`config.mk`:
```
export PLATFORM = sky130hd
export DESIGN_NAME = udma_evt_arbiter
export DESIGN_NICKNAME = d
export VERILOG_FILES = /design/src/rtl/udma_evt_arbiter.sv
export SDC_FILE = /design/constraint.sdc
export NUM_CORES = 1
export LEC_CHECK = 0
export BUFFER_PORTS_ARGS = -buffer_cell sky130_fd_sc_hd__buf_4
export CAP_MARGIN = 0
export CORE_UTILIZATION = 38
export DETAILED_ROUTE_END_ITERATION = 16
export PLACE_DENSITY_LB_ADDON = 0.3
export REMOVE_ABC_BUFFERS = 1
export SYNTH_ARGS = -nofsm -noshare
export SYNTH_HDL_FRONTEND = slang
export SYNTH_SLANG_ARGS = --single-unit
export TNS_END_PERCENT = 50
```
`constraint.sdc`:
```
create_clock -name clk_i -period 6.5 [get_ports clk_i]
set_input_delay 1.3 -clock clk_i [delete_from_list [all_inputs] [get_ports clk_i]]
set_output_delay 1.3 -clock clk_i [all_outputs]
set_load 0.02 [all_outputs]
```
`src/rtl/udma_evt_arbiter.sv`:
```
// ---------------------------------------------------------------------------
// udma_evt_arbiter
//
// Purpose: merges single-cycle event pulses from N_SRC uDMA peripherals onto
// one valid/data/ready event channel. Each source owns a saturating pending
// counter so simultaneous or back-pressured pulses are not lost. Pending
// sources are served round-robin through a one-entry registered output stage.
//
// Ports:
//   clk_i          clock
//   rstn_i         asynchronous active-low reset
//   evt_req_i      per-source event pulse, one event per cycle held high
//   ovf_clr_i      per-source clear of the sticky overflow flag
//   event_valid_o  event present on event_data_o
//   event_data_o   event code, EVT_BASE + source index
//   event_ready_i  consumer accepts the event
//   pending_o      bit i high while counter i is nonzero
//   overflow_o     sticky; bit i set when a pulse hits a saturated counter i
// ---------------------------------------------------------------------------
module udma_evt_arbiter #(
  parameter int N_SRC     = 8,
  parameter int CNT_WIDTH = 3,
  parameter int EVT_BASE  = 0
) (
  input  logic             clk_i,
  input  logic             rstn_i,
  input  logic [N_SRC-1:0] evt_req_i,
  input  logic [N_SRC-1:0] ovf_clr_i,
  output logic             event_valid_o,
  output logic [7:0]       event_data_o,
  input  logic             event_ready_i,
  output logic [N_SRC-1:0] pending_o,
  output logic [N_SRC-1:0] overflow_o
);

  localparam int IDX_W = (N_SRC > 1) ? $clog2(N_SRC) : 1;
  localparam logic [CNT_WIDTH-1:0] CNT_MAX = '1;

  typedef enum logic {ST_EMPTY = 1'b0, ST_FULL = 1'b1} state_e;

  state_e           state_q, state_d;
  logic [7:0]       data_q, data_d;
  logic [IDX_W-1:0] r_last_q, r_last_d;

  logic [N_SRC-1:0] pend;
  logic             grant_found;
  logic [IDX_W-1:0] grant_idx;
  logic             stage_free;
  logic             load;

  // Round-robin search starting just after the last granted source.
  // idx stays below 2*N_SRC, so a single subtraction handles the wrap.
  always_comb begin
    int idx;
    grant_found = 1'b0;
    grant_idx   = '0;
    for (int k = 0; k < N_SRC; k++) begin
      idx = int'(r_last_q) + 1 + k;
      if (idx >= N_SRC) idx = idx - N_SRC;
      if (!grant_found && pend[idx]) begin
        grant_found = 1'b1;
        grant_idx   = IDX_W'(idx);
      end
    end
  end

  // The output stage can take a new event when empty or when the held one
  // is being consumed this cycle, which gives one event per cycle.
  assign stage_free = (state_q == ST_EMPTY) || event_ready_i;
  assign load       = stage_free && grant_found;

  always_comb begin
    state_d  = state_q;
    data_d   = data_q;
    r_last_d = r_last_q;
    if (stage_free) begin
      if (grant_found) begin
        state_d  = ST_FULL;
        data_d   = 8'(EVT_BASE + int'(grant_idx));
        r_last_d = grant_idx;
      end else begin
        state_d  = ST_EMPTY;
      end
    end
  end

  always_ff @(posedge clk_i or negedge rstn_i) begin
    if (!rstn_i) begin
      state_q  <= ST_EMPTY;
      data_q   <= '0;
      r_last_q <= IDX_W'(N_SRC - 1);
    end else begin
      state_q  <= state_d;
      data_q   <= data_d;
      r_last_q <= r_last_d;
    end
  end

  assign event_valid_o = (state_q == ST_FULL);
  assign event_data_o  = data_q;

  // Per-source pending counter and sticky overflow flag.
  for (genvar gi = 0; gi < N_SRC; gi++) begin : g_src
    logic [CNT_WIDTH-1:0] cnt_q, cnt_d;
    logic                 ovf_q, ovf_d;
    logic                 inc, dec;

    assign inc = evt_req_i[gi];
    assign dec = load && (grant_idx == IDX_W'(gi));

    always_comb begin
      cnt_d = cnt_q;
      ovf_d = ovf_q;
      if (ovf_clr_i[gi]) ovf_d = 1'b0;
      if (inc && !dec) begin
        // A pulse on a full counter is dropped; the flag set overrides a clear.
        if (cnt_q == CNT_MAX) ovf_d = 1'b1;
        else                  cnt_d = cnt_q + 1'b1;
      end else if (dec && !inc) begin
        cnt_d = cnt_q - 1'b1;
      end
    end

    always_ff @(posedge clk_i or negedge rstn_i) begin
      if (!rstn_i) begin
        cnt_q <= '0;
        ovf_q <= 1'b0;
      end else begin
        cnt_q <= cnt_d;
        ovf_q <= ovf_d;
      end
    end

    assign pend[gi]       = (cnt_q != '0);
    assign overflow_o[gi] = ovf_q;
  end

  assign pending_o = pend;

endmodule

```
* After elaboration in Yosys (flattened, before gate mapping)
Index checks and enable logic that the tools add are counted.
** Word-level totals
- Register bits after elaboration :: 39
- Input bits :: 19
- Output and inout port bits :: 25
- Logic and storage cells :: 270
** Cells by class
- Magnitude comparators :: 16
- Mux-type cells :: 97
- Equality and inequality tests :: 23
- Bitwise operators :: 1
- Add/sub/neg operators :: 32
- Reductions and logical operators :: 82
** Operator list (number)
- 32-bit by 5-bit < comparator with 1-bit output (second input constant) :: 8
- 32-bit 2-to-1 mux :: 8
- 32-bit by 5-bit greater-or-equal comparator with 1-bit output (second input constant) :: 7
- 32-bit by 5-bit subtractor with 32-bit output (second input constant) :: 7
- 32-bit by 4-bit adder with 32-bit output (second input constant) :: 3
- 3-bit 2-to-1 mux :: 32
- 32-bit by 3-bit adder with 32-bit output (second input constant) :: 2
- 1-bit 2-to-1 mux :: 49
- 3-bit == test (second input constant) :: 12
- 32-bit by 2-bit adder with 32-bit output (second input constant) :: 1
- 1-bit logical AND :: 32
- 3-bit by 1-bit adder with 3-bit output (second input constant) :: 8
- 1-bit binary-select mux with 3-bit select :: 8
- 3-bit nonzero test :: 8
- 3-bit by 1-bit subtractor with 3-bit output (second input constant) :: 8
- 1-bit logical NOT :: 23
- 2-bit AND reduction :: 9
- 2-bit inequality test (second input constant) :: 8
- 2-bit nonzero test :: 8
- 3-bit by 2-bit == test with 1-bit output (second input constant) :: 2
- 5-bit by 4-bit subtractor with 6-bit output (second input constant) :: 1
- 4-bit by 3-bit adder with 5-bit output (second input constant) :: 1
- 5-bit by 4-bit greater-or-equal comparator with 1-bit output (second input constant) :: 1
- 3-bit by 1-bit adder with 4-bit output (second input constant) :: 1
- 4 further kinds :: 4

* Logic depth before layout (Yosys ltp)
- Depth after elaboration :: 34
- Depth in mapped cells :: 20
- Mapped depth without buffers :: 16

* Worst setup path before layout
No wires, ideal clock.
- Path type :: register to register
- Start :: reg r_last_q[0]
- End :: reg g_src[3].cnt_q[1]
- Buffers on the path :: 4
- Stages on the path, launching flop included :: 18
- Arrival time :: 4887 ps
- Data required time :: 6377 ps
- Period minus slack after synthesis :: 5010 ps
- Library setup time :: 123 ps
- Setup slack :: 1490 ps
- Cell sequence :: dfstp_2 clkinv_1 buf_2 ha_1 buf_2 inv_1 buf_1 mux4_2 a211oi_4 nand4b_1 nor2_1 a21oi_1 or2_1 buf_6 o31ai_1 fa_1 mux2_1 o221a_1
** On the way
- Elaborated cells on any way between the ends :: 96
- Those cells by class :: add/sub (16); order compare (8); eq/ne (2); mux (49); reduce/logical (21)
** RTL lines
- start, declared :: line 43 : logic [IDX_W-1:0] r_last_q, r_last_d;
- start signal, assigned :: line 91 : r_last_q <= IDX_W'(N_SRC - 1);
- start signal, assigned :: line 95 : r_last_q <= r_last_d;
- 3-bit by 1-bit adder with 4-bit output * :: line 58 : idx = int'(r_last_q) + 1 + k;
- branches (longest 28 deep; another with 32-bit by 2-bit adder with 32-bit output)
- 1-bit logical AND * :: line 109 : assign dec = load && (grant_idx == IDX_W'(gi));
- 1-bit logical NOT * :: line 115 : if (inc && !dec) begin
- 1-bit logical AND * :: line 115
- 3-bit 2-to-1 mux * :: line 115
- named net g_src[3].cnt_d[1] :: line 104 : logic [CNT_WIDTH-1:0] cnt_q, cnt_d;
- end signal, assigned :: line 129 : cnt_q <= cnt_d;
- end, declared :: line 104
Mark *: on every way through the listed nets, which the timed path passes. The select of a mux whose other input is x is not followed.
A chain may end at the register's enable or synchronous reset.

* Final worst setup path
- Start :: reg r_last_q[0]
- End :: reg g_src[1].cnt_q[2]
** On the way
- Cells in the longest elaborated chain, start to end :: 34
- Elaborated cells on any way between the ends :: 96
- Those cells by class :: add/sub (16); order compare (8); eq/ne (2); mux (49); reduce/logical (21)
** RTL lines (line)
- 3-bit by 1-bit adder with 4-bit output * :: 58
- branches (longest 28 deep; another with 32-bit by 2-bit adder with 32-bit output)
- 1-bit logical AND * :: 109
- 1-bit logical NOT :: 115
- 1-bit logical AND :: 115
- 2-bit inequality test (no source line) / 2-bit nonzero test (equally long branches)
- 2-bit AND reduction (no source line)
- end signal, assigned :: 129
- end, declared :: 104
Every way passes the cells marked *. The select of a mux whose other input is x is not followed.

==> results.yml <==
clock_tree:
  cts_setup_buffers: 0
  cts-resized-gates: 0
  htree_levels: 2
  clk_pin_slew_worst_paths_ps: 80
  cts_tree: "done"
  clock-sinks: 39
  ctsHoldBuffers: 0
  cts_made_buffers: 5
  clockBufferDepth: 2
  clock-root-buffer: "clkbuf_8"
  clk_latency_ps: 300
die:
  io_pins: 44
  std_cell_rows: 36
  initial_core_util: 0.3994
  coreArea_um2: 9955
  die_h_um: 104.3
  die_area_um2: 10880
  dieWidth_um: 104.3
sta:
  fin_crit_ps: 5500
  slew_viol_final: 0
  fmax_mhz: 181.8
  worstMarginPinSlew_ps: 1031
  relSlewSlack: 0.3130
  fin_setup_tns_ps: 0
  fin_crit_sh: 0.8462
  hold_violations: 0
  setup_viol: 0
  grt_setup_unrepaired: "false"
  fin_skew_ps: 6.279
finish:
  layout-drive-gt1-share: 0.2140
  multi_input_area_um2: 2681
  final.fill_count: 961
  nNetsFinal: 486
  regArea_um2: 979.7
  diodes: 0
  area_delta_synth_final_pct: 9.880
routing:
  via_per_inst: 6.000
  wirelength_um: 10150
  route.detailed.drc: 0
  vias: 3546
  ant_nets: 0
  routedWlPerCell_um: 17.17
  drtIter0Drc: 251
  dr.pass1.iters: 5
setup_path:
  crit_top_cell: "buf_4"
  r2r_start: "r_last_q[0]"
  path_delay_family: "simple AND/OR/NAND/NOR gates"
  endpoint: "g_src[1].cnt_q[2]"
  critPathBufInv: 5
  critPathMaxFanout: 19
  cp_slowest_cell: "dfstp_2"
  slowest_delay_ps: 610
  arrival_ps: 5720
  rrSetupSlack_ps: 1000
  worst-path-stages: 18
  path_class: "reg2reg"
  r2r-end: "g_src[1].cnt_q[2]"
  r2r_cells: 18
  critical_path.endpoint_type: "flip-flop"
  startpoint_type: "flip-flop"
  crit_required_ps: 6720
  path_cells: "clkinv_1 -> buf_4 -> ha_1 -> buf_4 -> inv_1 -> buf_4 -> mux4_2 -> a211oi_4 -> nand4b_1 -> nor4_1 -> a21oi_1 -> nand3_1 -> nand2b_1 -> nand2_1 -> fa_1 -> and2_1 -> and3_1 -> o22ai_1"
  crit_start: "r_last_q[0]"
logic_synthesis:
  yosysUniqueCellTypes: 86
  netlist_area_um2: 3976
  ys_top_cells_by_area: "dfrtp_1, mux2i_1, mux4_2, fa_1, nand2_1"
  yosys_warnings: 0
  netlist.top_cell.by_area: "dfrtp_1"
  syn_area_per_cell_um2: 9.078
  ys_ff_latch: 39
  yosysMostFrequentCell: "dfrtp_1"
  synth.top_cells.by_count: "dfrtp_1, nand2_1, nor2_1"
  ys_async_sr_fraction: 1.000
  ys.flop_type: "dfrtp_1"
  seq_area_frac_synth: 0.2464
  syn_inst: 438
  synth_top_area_share: 0.2266
  synth_edf_count: 0
placement:
  port-buffer-count: 38
  dp_hpwl_um: 7590
  place.gp.congestion: 0.9391
global_routing:
  grt_start_max_net_pins: 40
  grt_first_pass_wirelength_um: 16650
  grt_pass1_vias: 3370
  grt.overflow.total: 0
  antenna_found_initial: 0
  track_usage: 0.1886
run_status:
  status: "complete, no violations"
worst_hold_path:
  hold_path.class: "reg2reg"
run:
  drv_cap: 0
cell families after synthesis:
kind of cell | share of synthesized area
xor+xnor | 0.02769
mux | 0.1457
buf+inv | 0.08307
other cells | 0.0009431
flops | 0.2464
compound gates | 0.2171
simple gates | 0.2325
fa+ha+maj | 0.04657
placed cells by master (no fill, tap or decap), drive strengths merged, types with 10 or more instances in the layout:
cell    synthesis  final
a211oi         11     11
a21oi          18     18
buf            27     45
dfrtp          36     36
inv            29     29
mux2i          26     26
mux4           11     11
nand2          35     35
nand3          21     21
nor2           29     29
nor3           15     15
nor4           15     15
o21ai          10     10
o22ai          11     11
through the flow:
stage | worst slack (ps) | instances | area, um2 | util | hold slack, ps
global placement | 1176 | 583 | 4280 | 0.4300 | 519.2
finish | 999.6 | 591 | 4369 | 0.4389 | 539.5
floorplan | 705.6 | 405 | 3776 | - | 532.6
global route | 593.1 | 591 | 4369 | 0.4389 | 567.5
detailed placement | 1087 | 583 | 4280 | 0.4300 | 502.2
CTS | 1075 | 591 | 4369 | 0.4389 | 536.6
layer usage:
layer | routed length, um | vias up | track usage
li1 | - | 1674 | -
met5 | 0 | - | 0
met3 | 544 | 19 | 0.02820
met1 | 4471 | 1724 | 0.2427
met2 | 4922 | 129 | 0.3202
met4 | 208 | 0 | 0.06531
state kept, by name, indices dropped and copies added, names as in the netlist:
signal,cells
g_src.cnt_q,24
g_src.ovf_q,8
event_data_o,3
r_last_q,3
event_valid_o,1
how the worst min path moves through the flow:
stage / from / endpoint / slack, ps / cells past startpoint
4_1_cts: event_data_o[0] / event_data_o[0] / 540 / 1
6_report: g_src[7].ovf_q / g_src[7].ovf_q / 540 / 2
3_3_place_gp: event_data_o[0] / event_data_o[0] / 520 / 1
5_1_grt: event_data_o[1] / event_data_o[1] / 570 / 1
2_1_floorplan: r_last_q[1] / r_last_q[1] / 530 / 1
3_5_place_dp: event_data_o[0] / event_data_o[0] / 500 / 1
layout make-up:
type,count,share of cell area
Multi-Input combinational cell,336,0.6137
Sequential cell,39,0.2242
Timing Repair Buffer,45,0.07732
Tap cell,133,0.03809
Inverter,30,0.02635
Clock buffer,5,0.01575
Clock inverter,3,0.004582
worst min-delay path, delay by kind of cell, from the launching register on:
family / cells / cell delay [ps]
buffers and inverters: 1 / 50
flip-flops: 1 / 380
AO/OA/AOI/OAI: 1 / 70
Power is left out: the tool's default activity adds up to more than one toggle a clock period on the data nets, which glitch-free logic cannot reach.
